### src/rtl/reaction_timer_multi.sv
// Multi-round reaction timer: random arm delay from a free-running LFSR, tick-based
// timing with saturation, false-start detection, and per-session best/average results.
module reaction_timer_multi #(
  parameter int CLK_PER_TICK    = 50000,
  parameter int MAX_COUNT       = 9999,
  parameter int CNT_W           = 14,
  parameter int ROUNDS          = 4,
  parameter int LED_W           = 10,
  parameter int DELAY_MIN_TICKS = 1000,
  parameter int DELAY_MASK_W    = 11
) (
  input  logic                      iCLK,
  input  logic                      iRST,
  input  logic                      iSTART,
  input  logic                      iSTOP,
  output logic [LED_W-1:0]          oLEDS,
  output logic [CNT_W-1:0]          oTIMER,
  output logic [CNT_W-1:0]          oFINAL,
  output logic [CNT_W-1:0]          oBEST,
  output logic [CNT_W-1:0]          oAVG,
  output logic [$clog2(ROUNDS):0]   oROUND,
  output logic                      oFALSE_START,
  output logic [2:0]                oSTATE
);

  localparam int LOG_R = $clog2(ROUNDS);
  localparam int RND_W = LOG_R + 1;
  localparam int SUM_W = CNT_W + LOG_R;
  localparam int PS_W  = (CLK_PER_TICK > 1) ? $clog2(CLK_PER_TICK) : 1;
  localparam int DLY_W = $clog2(DELAY_MIN_TICKS + (1 << DELAY_MASK_W)) + 1;

  localparam logic [2:0] S_IDLE   = 3'd0;
  localparam logic [2:0] S_WAIT   = 3'd1;
  localparam logic [2:0] S_TIMING = 3'd2;
  localparam logic [2:0] S_SHOW   = 3'd3;
  localparam logic [2:0] S_DONE   = 3'd4;

  localparam logic [CNT_W-1:0] MAX_C     = CNT_W'(MAX_COUNT);
  localparam logic [PS_W-1:0]  PS_LAST   = PS_W'(CLK_PER_TICK - 1);
  localparam logic [DLY_W-1:0] DLY_MIN   = DLY_W'(DELAY_MIN_TICKS);
  localparam logic [RND_W-1:0] ROUNDS_C  = RND_W'(ROUNDS);
  localparam logic [15:0]      LFSR_SEED = 16'hACE1;
  localparam logic [15:0]      LFSR_TAPS = 16'hB400;

  logic [2:0]       r_state;
  logic [LED_W-1:0] r_leds;
  logic [CNT_W-1:0] r_timer;
  logic [CNT_W-1:0] r_final;
  logic [CNT_W-1:0] r_best;
  logic [CNT_W-1:0] r_avg;
  logic [RND_W-1:0] r_round;
  logic             r_false_start;
  logic [PS_W-1:0]  r_presc;
  logic [DLY_W-1:0] r_dly_cnt;
  logic [DLY_W-1:0] r_dly_target;
  logic [SUM_W-1:0] r_sum;
  logic             r_start_q;
  logic             r_stop_q;
  logic [15:0]      r_lfsr;

  logic             w_start_rise;
  logic             w_stop_rise;
  logic             w_tick;
  logic             w_arm;
  logic             w_wait_done;
  logic             w_rec;
  logic             w_rec_fs;
  logic [CNT_W-1:0] w_rec_val;
  logic [DLY_W-1:0] w_dly_inc;
  logic [SUM_W-1:0] w_sum_new;
  logic [RND_W-1:0] w_round_new;
  logic             w_sess_end;
  logic [CNT_W-1:0] w_avg_new;
  logic [15:0]      w_lfsr_next;
  logic [LED_W-1:0] w_arm_leds;
  logic [LED_W-1:0] w_alt_leds;

  assign w_start_rise = iSTART & ~r_start_q;
  assign w_stop_rise  = iSTOP & ~r_stop_q;
  assign w_tick       = (r_presc == PS_LAST);
  assign w_dly_inc    = r_dly_cnt + DLY_W'(1);

  // Right-shifting Galois form of x^16+x^14+x^13+x^11; a non-zero seed never reaches zero.
  assign w_lfsr_next = {1'b0, r_lfsr[15:1]} ^ (r_lfsr[0] ? LFSR_TAPS : 16'h0000);

  genvar gi;
  generate
    for (gi = 0; gi < LED_W; gi = gi + 1) begin : g_led
      assign w_arm_leds[gi] = ((gi < 3) || (gi >= LED_W - 3)) ? 1'b1 : 1'b0;
      assign w_alt_leds[gi] = (gi % 2 == 0) ? 1'b1 : 1'b0;
    end
  endgenerate

  assign w_sum_new   = r_sum + SUM_W'(w_rec_val);
  assign w_round_new = r_round + RND_W'(1);
  assign w_sess_end  = (w_round_new == ROUNDS_C);
  assign w_avg_new   = CNT_W'(w_sum_new >> LOG_R);

  // A stop press in WAIT wins over a delay expiring on the same cycle.
  always_comb begin
    w_arm       = 1'b0;
    w_wait_done = 1'b0;
    w_rec       = 1'b0;
    w_rec_fs    = 1'b0;
    w_rec_val   = r_timer;
    case (r_state)
      S_IDLE, S_SHOW, S_DONE: w_arm = w_start_rise;
      S_WAIT: begin
        if (w_stop_rise) begin
          w_rec     = 1'b1;
          w_rec_fs  = 1'b1;
          w_rec_val = MAX_C;
        end else if (w_tick && (w_dly_inc >= r_dly_target)) begin
          w_wait_done = 1'b1;
        end
      end
      S_TIMING: begin
        if (w_stop_rise || (r_timer >= MAX_C)) begin
          w_rec = 1'b1;
        end
      end
      default: ;
    endcase
  end

  always_ff @(posedge iCLK or posedge iRST) begin
    if (iRST) begin
      r_state       <= S_IDLE;
      r_leds        <= '0;
      r_timer       <= '0;
      r_final       <= MAX_C;
      r_best        <= MAX_C;
      r_avg         <= MAX_C;
      r_round       <= '0;
      r_false_start <= 1'b0;
      r_presc       <= '0;
      r_dly_cnt     <= '0;
      r_dly_target  <= '0;
      r_sum         <= '0;
      r_start_q     <= 1'b0;
      r_stop_q      <= 1'b0;
      r_lfsr        <= LFSR_SEED;
    end else begin
      r_lfsr    <= w_lfsr_next;
      r_start_q <= iSTART;
      r_stop_q  <= iSTOP;

      case (r_state)
        S_IDLE: begin
          r_leds  <= '0;
          r_timer <= '0;
        end
        S_WAIT: begin
          if (w_tick) begin
            r_presc   <= '0;
            r_dly_cnt <= w_dly_inc;
          end else begin
            r_presc <= r_presc + PS_W'(1);
          end
          if (w_wait_done) begin
            r_leds  <= '1;
            r_state <= S_TIMING;
          end
        end
        S_TIMING: begin
          if (w_tick) begin
            r_presc <= '0;
            if (!w_rec) begin
              r_timer <= r_timer + CNT_W'(1);
            end
          end else begin
            r_presc <= r_presc + PS_W'(1);
          end
        end
        S_SHOW, S_DONE: ;
        default: r_state <= S_IDLE;
      endcase

      // Round end: latch the result and fold it into the session statistics.
      if (w_rec) begin
        r_final       <= w_rec_val;
        r_false_start <= w_rec_fs;
        r_sum         <= w_sum_new;
        r_round       <= w_round_new;
        if (!w_rec_fs && (w_rec_val < r_best)) begin
          r_best <= w_rec_val;
        end
        if (w_sess_end) begin
          r_avg   <= w_avg_new;
          r_leds  <= w_alt_leds;
          r_state <= S_DONE;
        end else begin
          r_leds  <= '0;
          r_state <= S_SHOW;
        end
      end

      if (w_arm) begin
        if (r_state == S_DONE) begin
          r_round <= '0;
          r_sum   <= '0;
          r_best  <= MAX_C;
        end
        r_dly_target  <= DLY_MIN + DLY_W'(r_lfsr[DELAY_MASK_W-1:0]);
        r_presc       <= '0;
        r_dly_cnt     <= '0;
        r_timer       <= '0;
        r_false_start <= 1'b0;
        r_leds        <= w_arm_leds;
        r_state       <= S_WAIT;
      end
    end
  end

  assign oLEDS        = r_leds;
  assign oTIMER       = r_timer;
  assign oFINAL       = r_final;
  assign oBEST        = r_best;
  assign oAVG         = r_avg;
  assign oROUND       = r_round;
  assign oFALSE_START = r_false_start;
  assign oSTATE       = r_state;

endmodule

### config.mk
export PLATFORM = sky130hd
export DESIGN_NAME = reaction_timer_multi
export DESIGN_NICKNAME = d
export VERILOG_FILES = /design/src/rtl/reaction_timer_multi.sv
export SDC_FILE = /design/constraint.sdc
export NUM_CORES = 1
export LEC_CHECK = 0
export BUFFER_PORTS_ARGS = -buffer_cell sky130_fd_sc_hd__buf_2
export CAP_MARGIN = 25
export CELL_PAD_IN_SITES_DETAIL_PLACEMENT = 1
export CELL_PAD_IN_SITES_GLOBAL_PLACEMENT = 1
export CORE_ASPECT_RATIO = 0.5
export CORE_MARGIN = 4
export CORE_UTILIZATION = 46
export CTS_CLUSTER_DIAMETER = 60
export DETAILED_ROUTE_END_ITERATION = 16
export PLACE_DENSITY = 0.89
export SKIP_LAST_GASP = 1
export SLEW_MARGIN = 20
export SYNTH_ARGS = -nofsm -noshare
export SYNTH_HDL_FRONTEND = slang
export SYNTH_SLANG_ARGS = --single-unit
### constraint.sdc
create_clock -name iCLK -period 5.2 [get_ports iCLK]
set_input_delay 0 -clock iCLK [delete_from_list [all_inputs] [get_ports iCLK]]
set_output_delay 0 -clock iCLK [all_outputs]
set_load 0.005 [all_outputs]
Yosys cells after proc, flatten, opt, wreduce, memory -nomap -nowiden
Cells that the tools add are included.

ROM bits: 0. Memory bits (writable): 0. Input bits: 4. Output and inout bits: 73. Memories kept: 0. Word-level logic and storage cells: 101. Bits in registers: 149. Latch bits: 0.

Div/mod/pow operators: 0. Multiplexer cells: 43. Reductions and logical operators: 19. Shift operators: 0. Eq/ne operators: 10. Multipliers: 0. Order comparisons: 3. Add/subtract/negate cells: 6. Bitwise gates (word level): 5.

Operators with widths (number): two-way mux 14 bit (9); two-way mux 16 bit (7); two-way mux 13 bit (3); two-way mux 10 bit (3); case mux 14 bit (2 select lines) (1); two-way mux 3 bit (7); case mux 10 bit (2 select lines) (1); adder 16 x 1 -> 16 bit, second input constant (1); adder 16 x 14 -> 16 bit (1); equality test 16 bit, second input constant (1); bitwise XOR 15 x 16 -> 16 bit (1); adder 14 x 1 -> 14 bit, second input constant (1); >= comparator 14 bit, second input constant (1); less-than comparator 14 bit (1); adder 13 x 1 -> 13 bit, second input constant (1); >= comparator 13 bit (1); adder 10 x 11 -> 12 bit, first input constant (1); two-way mux 1 bit (9); two-way mux 9 bit (1); AND reduction 2 bit (4); nonzero test 2 bit (4); equality test 3 x 2 -> 1 bit, second input constant (2); equality test 3 bit, second input constant (2); inequality test 3 bit, second input constant (2); other kinds (18) (21).

Longest topological paths before layout
Gate-level depths: netlist of run 1.

Depth after elaboration: 10. Depth in mapped cells: 15. Depth with buffers taken out: 14.

Worst setup path after synthesis of run 1
OpenSTA, ideal clock, no wires.

Path type: register to register. Start: register r_state[0] (netlist: oSTATE[0]). End: register r_best[11] (netlist: oBEST[11]). Clock period less this slack: 3.133 ns. Stages on the path, launching flop included: 14. Data arrival time: 3.037 ns. Required time: 5.104 ns. Path buffers: 2. Slack: 2.067 ns. Setup time: 0.096 ns. Path through: dfrtp_1 -> clkbuf_1 -> nor3b_1 -> nand2_1 -> nand2_1 -> inv_1 -> ha_1 -> and3_1 -> o21ai_0 -> o2111ai_1 -> a211oi_2 -> clkbuf_1 -> nand2_1 -> o31ai_1.

Longest elaborated chain between the ends: 8. Elaborated cells on any way between the ends: 17. Those cells by class: order compare: 1; eq/ne: 4; mux: 8; reduce/logical: 4.

RTL lines: from (decl) (line 45) `logic [2:0] r_state;`; from (signal assigned) (line 128) `r_state <= S_IDLE;`; from (signal assigned) (line 162) `r_state <= S_TIMING;`; from (signal assigned) (line 176) `default: r_state <= S_IDLE;`; equality test 3 x 1 -> 1 bit * (line 106) `case (r_state)`; two-way mux 14 bit * (line 106); named net w_rec_val[12] (line 68) `logic [CNT_W-1:0] w_rec_val;`; less-than comparator 14 bit * (line 185) `if (!w_rec_fs && (w_rec_val < r_best)) begin`; logical AND 1 bit * (line 185); two-way mux 14 bit * (line 185); two-way mux 14 bit * (line 180) `if (w_rec) begin`; two-way mux 14 bit (line 199) `if (r_state == S_DONE) begin`; two-way mux 14 bit * (line 198) `if (w_arm) begin`; to (signal assigned) (line 186) `r_best <= w_rec_val;`; to (decl) (line 49) `logic [CNT_W-1:0] r_best;`.

Mark *: on every way through the listed nets, which the timed path passes. The rest lies on a longest branch. A chain may end at the register's enable or synchronous reset.

Worst setup path after layout of run 1
Start: register r_state[0] (netlist: oSTATE[0]). End: register r_best[10] (netlist: oBEST[10]).

Same word-level chain as after synthesis.

==> results of run 1 <==
cell type report:
cell class | instances | area (sq um) | share of cell area
clock buffer | 17 | 425.4 | 0.04803
timing repair buffer | 84 | 447.9 | 0.05057
tap | 227 | 284.0 | 0.03207
multi-input combinational | 603 | 3755 | 0.4239
inverter | 52 | 200.2 | 0.02260
clock inverter | 15 | 151.4 | 0.01709
sequential | 142 | 3593 | 0.4057
worst min-delay path, cell delays in order:
cell and delay, ns:
dlygate4sd3_1 0.53, buf_2 0.14, inv_6 0.55
power by group:
part | internal (W) | total, W | switching, W
registers | 0.00137 | 0.00157 | 0.000199
clock network | 0.000676 | 0.00123 | 0.000555
logic | 0.000469 | 0.00129 | 0.000826
metal layers:
layer | vias up | GRT usage | wire length (um)
met5 | - | 0 | 0
met4 | 0 | 0.1252 | 888
met1 | 3420 | 0.3181 | 9986
li1 | 3047 | - | -
met2 | 205 | 0.4495 | 12230
met3 | 69 | 0.04208 | 964
through the flow:
stage                     worst slack (ns)  cell area, sq um  total power, W
after floorplan                      1.443              7709        0.002359
after global placement               1.548              8250        0.002710
after detailed placement             1.164              8250        0.002796
after CTS                           0.8861              8857        0.004087
after global routing                0.5084              8857        0.004308
final                               0.7734              8857        0.004095
sequential cells by signal, summed over array words and instances, names as in the netlist:
register / flops
r_dly_target: 12
r_lfsr: 16
oBEST: 14
r_stop_q: 1
oTIMER: 14
oROUND: 3
r_presc: 16
oLEDS: 4
r_dly_cnt: 13
oFINAL: 14
oAVG: 14
oFALSE_START: 1
oSTATE: 3
r_sum: 16
r_start_q: 1
placed cells by master (no fill, tap or decap), types with 26 or more instances in the layout:
master	instances
nand2_1	114
dfrtp_1	110
buf_2	76
o21ai_0	71
nor2_1	65
a21oi_1	56
inv_1	51
ha_1	46
dfstp_2	32
xnor2_1	26
nand3_1	26
worst paths after layout:
kind	to	startpoint
max	oBEST[10]$_DFF_PP1_	oSTATE[0]$_DFFE_PP0P_
min	oROUND[0]$_DFF_PP0_	iRST
max reg2reg	oBEST[10]$_DFF_PP1_	oSTATE[0]$_DFFE_PP0P_
min reg2reg	r_lfsr[11]$_DFF_PP1_	r_lfsr[12]$_DFF_PP0_
max in group asynchronous	r_dly_target[11]$_DFFE_PP0P_	iRST
min in group iCLK	r_stop_q$_DFF_PP0_	iSTOP
repair_timing:
action | in CTS | in global routing
gates resized for setup | 0 | 0
endpoints found under the hold margin | 72 | 0
hold buffers | 3 | 0
endpoints found under the setup margin | 0 | 0
synthesized netlist by cell type, types with 17 or more instances:
library cell	instances	area, sq um
xor2_1	17	148.9
inv_1	52	195.2
nand3_1	26	130.1
dfstp_2	32	840.8
clkbuf_1	20	75.07
nand2_1	114	427.9
o21ai_0	72	360.4
dfrtp_1	110	2753
ha_1	46	575.6
nor2_1	66	247.7
xnor2_1	26	227.7
a21oi_1	56	280.3
cells by family (layout without fill, tap and decap cells):
kind of cell             Yosys count  after routing  synth area share
flip-flops                       142            142            0.4662
adder cells (fa/ha/maj)           47             47           0.07726
AND/OR/NAND/NOR                  304            304            0.1923
multiplexers                       8              8           0.01120
AO/OA/AOI/OAI                    201            201            0.1566
buffers and inverters             86            168           0.04756
XOR/XNOR                          43             43           0.04886
==> reports/summary.txt, run 1 <==
CP endpoint kind - register
clock slew at reported path FFs - 0.07 ns
FF-to-FF path depth - 12
clock root cell - clkbuf_16
synth unique cells - 65
cell family with most CP delay - compound AO/OA/AOI/OAI gates
most frequent CP cell - nand2_1
Residual DRC - 0
outcome - completed
CP Class - reg -> reg
DR WL/cell - 21.11 um
Row Count - 33
final worst path period share - 0.8513
Avg Cell Area, Syn - 9.276 sq um
CTS tree - built
slowest cell on the critical path - a211oi_2
Final Wtd Congestion - 0.8411
critical path required time - 5.55 ns
CTS Buffer Depth - 2
Chip Width - 191.1 um
H-tree depth - 4
max-slew violations - 0
DR pass1 iterations - 5
flop2flop setup slack - 0.77 ns
leakage power - 4.309 nW
chip height - 99.54 um
Worst Path Buf+Inv - 2
Fin Clk Skew - 0.01013 ns
Hold Crit Class - in -> async
hold slack final - 0.2631 ns
cell count along the critical path - 12
syn_nets - 882
synthesized area - 7709 sq um
Async SR Flop Fraction - 1.000
Top Ports - 77
pwr dens - 462.4 nW/um^2
Seq/Total Area, Yosys - 0.4662
gr usage total - 0.2590
CP Max Fanout - 17
Clock Latency Late Sink - 0.43 ns
Iter 0 DRT Violations - 417
flops & latches, synth - 142
Worst setup SP type - register
worst stage delay on the critical path - 0.84 ns
largest net degree at the start of global routing - 96
Mapped Cells - 831
dpl hpwl - 15,230 um
initial antenna violation count - 0
critical path arrival - 4.78 ns
Starting Density - 0.4703
measured slew at the worst slew-check pin - 1.036 ns
Routed Antenna Nets - 0
DRT Wirelength - 24,070 um
final non-filler cell total - 1,140
Cell Chain, Critical Path - nor3b_1 -> nand2_1 -> nand2_1 -> inv_1 -> ha_1 -> and3_1 -> o21ai_0 -> o2111ai_1 -> a211oi_2 -> buf_4 -> nor3_1 -> a21oi_1
RSZ-0062 raised after global routing - false
relative slew slack - 0.3092
CTS Buf Count - 17
Core Region - 16,390 sq um
TNS Setup - 0 ns
# diodes - 0
YS warnings - 0
Fill cells - 1,885
fmax - 225.9 MHz
clock sinks - 142
Final Critical Period - 4.427 ns
Final Core Density - 0.5403
Inst Count DP - 1,105
area grow syn2layout - 14.90%
final setup vio count - 0
Die ar. - 19,020 sq um
vias in the first global route - 7,237
post-CTS setup buffers - 0
global-route wire length before repair - 39,200 um
Top FF cell, synth - dfrtp_1
Final Net Count - 951
via count - 6,741
Buffers on Ports - 76
gr ovfl total - 0
Final Hold Vio Count - 0
max cap viols - 0
layout cells sized above 1 - 0.1829
number of synthesized flops with an enable pin - 0
vias per cell - 5.913
Max rail drop VDD - 0.0002276 V
No activity file was read; power rests on OpenSTA's default activity.
==> run 2, diff against run 1 <==
- HOLD_SLACK_MARGIN: unset -> 0.15
- PLACE_DENSITY: 0.89 -> 0.87
- RECOVER_POWER: unset -> 50
==> run 2 against run 1 <==
Against the previous run:
- the flow now finishes with violations (capacitance limit, slew limit)
- hold slack improved by 0.044 ns
- routed wire length decreased by 4.9%
- register-to-register slack improved by 0.20 ns
- critical path depth unchanged
- largest cell class unchanged
- sequential power about the same
- flip-flop and latch count unchanged
- critical path type unchanged
- global-route usage decreased by 1.2 points
==> reports/summary.txt, run 2 (synthesis results as in run 1) <==
clock sinks - 142 (unchanged)
Final Hold Vio Count - 0 (unchanged)
initial antenna violation count - 0 (unchanged)
Comb pwr share - 0.315 (about the same)
Hold Crit Class - in -> reg
slowest cell on the critical path - a211oi_2
DR pass1 iterations - 4 (-1)
Routed Antenna Nets - 0 (unchanged)
post-cts sizing count - 0 (unchanged)
global-route wire length before repair - 37,520 um (-4.3%)
via count - 6,629 (-1.7%)
cell family with most CP delay - simple AND/OR/NAND/NOR gates
measured slew at the worst slew-check pin - 3.442 ns (+2.406 ns)
most frequent cells in the layout - nand2_1, dfrtp_1, o21ai_0
Critical Path Start - oSTATE[0]$_DFFE_PP0P_
Clock Power Share - 0.293 (-0.007)
H-tree depth - 4 (unchanged)
Buffers on Ports - 76 (unchanged)
dpl hpwl - 15,220 um (about the same)
Hold EP - r_start_q$_DFF_PP0_
Cell Chain, Critical Path - nor3b_1 -> nand2_1 -> nand2_1 -> inv_1 -> ha_1 -> and3_1 -> o21ai_0 -> o2111ai_1 -> a211oi_2 -> buf_4 -> nand2_1 -> o31ai_1
switch share - 0.3836 (-0.002097)
switching power - 0.001516 W (-4.0%)
clock root cell - clkbuf_16
Final Critical Period - 4.227 ns (-0.1997 ns)
CTS Buffer Depth - 2 (unchanged)
relative slew slack - -1.307 (-1.616)
# diodes - 0 (unchanged)
gr ovfl total - 0 (unchanged)
Regs by FF count - r_lfsr (16), r_presc (16), r_sum (16)
reg2reg start - oSTATE[0]$_DFFE_PP0P_
Final Core Density - 0.5359 (-0.004427)
CP Max Fanout - 17 (unchanged)
max-slew violations - 145 (+145)
Final Wtd Congestion - 0.8641 (+2.7%)
CP endpoint kind - register
most common cell after layout, fill and taps aside - nand2_1
DRT Wirelength - 22,900 um (-4.9%)
flop2flop setup slack - 0.97 ns (+0.20 ns)
Starting Density - 0.4703 (unchanged)
hold depth - 2
RSZ-0062 raised after global routing - false
worst hold path startpoint - iSTART
CTS Buf Count - 17 (unchanged)
Fin Clk Skew - 0.01195 ns (+0.001823 ns)
post-CTS setup buffers - 0 (unchanged)
R2R Path End - oBEST[7]$_DFF_PP0_
largest net degree at the start of global routing - 78 (-19%)
Residual DRC - 0 (unchanged)
Sequential Power Share - 0.392 (+0.009)
Core Region - 16,390 sq um (unchanged)
Iter 0 DRT Violations - 420 (+0.72%)
max cap viols - 2 (+2)
Max rail drop VDD - 0.0002868 V (+26%)
Worst setup SP type - register
critical path arrival - 4.53 ns (-0.25 ns)
Row Count - 33 (unchanged)
area grow syn2layout - 13.96%
fmax - 236.6 MHz (+4.7%)
layout cells sized above 1 - 0.1292 (-0.05367)
leakage power - 4.167 nW (-3.3%)
failing checks - capacitance limit, slew limit
TNS Setup - 0 ns (unchanged)
vias in the first global route - 7,128 (-1.5%)
pwr dens - 449.8 nW/um^2 (-2.7%)
gr usage total - 0.2471 (-0.01191)
critical path required time - 5.51 ns (-0.04 ns)
Internal - 0.002436 W (-3.2%)
DR WL/cell - 20.09 um (-4.9%)
Top Ports - 77 (unchanged)
FF-to-FF path depth - 12 (unchanged)
chip height - 99.54 um (unchanged)
most frequent CP cell - nand2_1
CP Class - reg -> reg
Worst Path Buf+Inv - 2 (unchanged)
clock slew at reported path FFs - 0.06 ns (about the same)
Clock Latency Late Sink - 0.43 ns (about the same)
vias per cell - 5.815 (-1.7%)
worst stage delay on the critical path - 0.76 ns (-0.08 ns)
final setup vio count - 0 (unchanged)
Final Net Count - 951 (unchanged)
Die ar. - 19,020 sq um (unchanged)
outcome - complete, but fails checks
CTS tree - built
final worst path period share - 0.8129 (-0.03840)
hold buffers post-CTS - 3 (unchanged)
Chip Width - 191.1 um (unchanged)
-- run 2: worst register-to-register path: stages (launching register included) --
cell	delay (ns)
dfrtp_1	0.63
nor3b_1	0.52
nand2_1	0.39
nand2_1	0.24
inv_1	0.10
ha_1	0.33
and3_1	0.22
o21ai_0	0.20
o2111ai_1	0.18
a211oi_2	0.76
buf_4	0.34
nand2_1	0.10
o31ai_1	0.10
-- run 2: worst max-delay path by stage --
stage / slack (ns) / to / cells past startpoint
finish: 0.97 / oBEST[7]$_DFF_PP0_ / 12
global route: 0.46 / r_dly_cnt[9]$_DFFE_PP0P_ / 4
CTS: 1.09 / oBEST[10]$_DFF_PP1_ / 12
detailed placement: 1.27 / oBEST[10]$_DFF_PP1_ / 12
global placement: 1.54 / oBEST[10]$_DFF_PP1_ / 13
floorplan: 1.44 / oAVG[11]$_DFFE_PP0P_ / 1
-- run 2: layer usage --
metal,part of all wire,track usage
met1,0.43,0.3048
met2,0.50,0.4345
met3,0.036,0.03752
met4,0.031,0.1092
met5,0,0
-- run 2: metrics by stage --
step	area, sq um	hold WS, ns	power (W)	setup WS (ns)	std cells
floorplan	7709	0.03143	0.002359	1.443	831
global placement	8250	0.1576	0.002708	1.545	1105
detailed placement	8250	0.1572	0.002783	1.274	1105
CTS	8827	0.2597	0.003974	1.095	1140
global route	8785	0.3176	0.004185	0.4564	1140
finish	8785	0.3071	0.003951	0.9731	1140
-- run 2: final cells by class --
type	count	area, sq um
Clock buffer	18	439.2
Clock inverter	14	107.6
Fill cell	1904	7607
Inverter	52	196.4
Multi-Input combinational cell	603	3755
Sequential cell	142	3593
Tap cell	227	284.0
Timing Repair Buffer	84	409.1
-- run 2: power by group through the flow --
stage          registers (W)  clock network (W)  logic [W]
2_1_floorplan        0.00152                  0   0.000840
3_3_place_gp         0.00156                  0    0.00115
4_1_cts              0.00156            0.00116    0.00125
6_report             0.00155            0.00116    0.00124
5_1_grt              0.00157            0.00122    0.00139
3_5_place_dp         0.00157                  0    0.00121
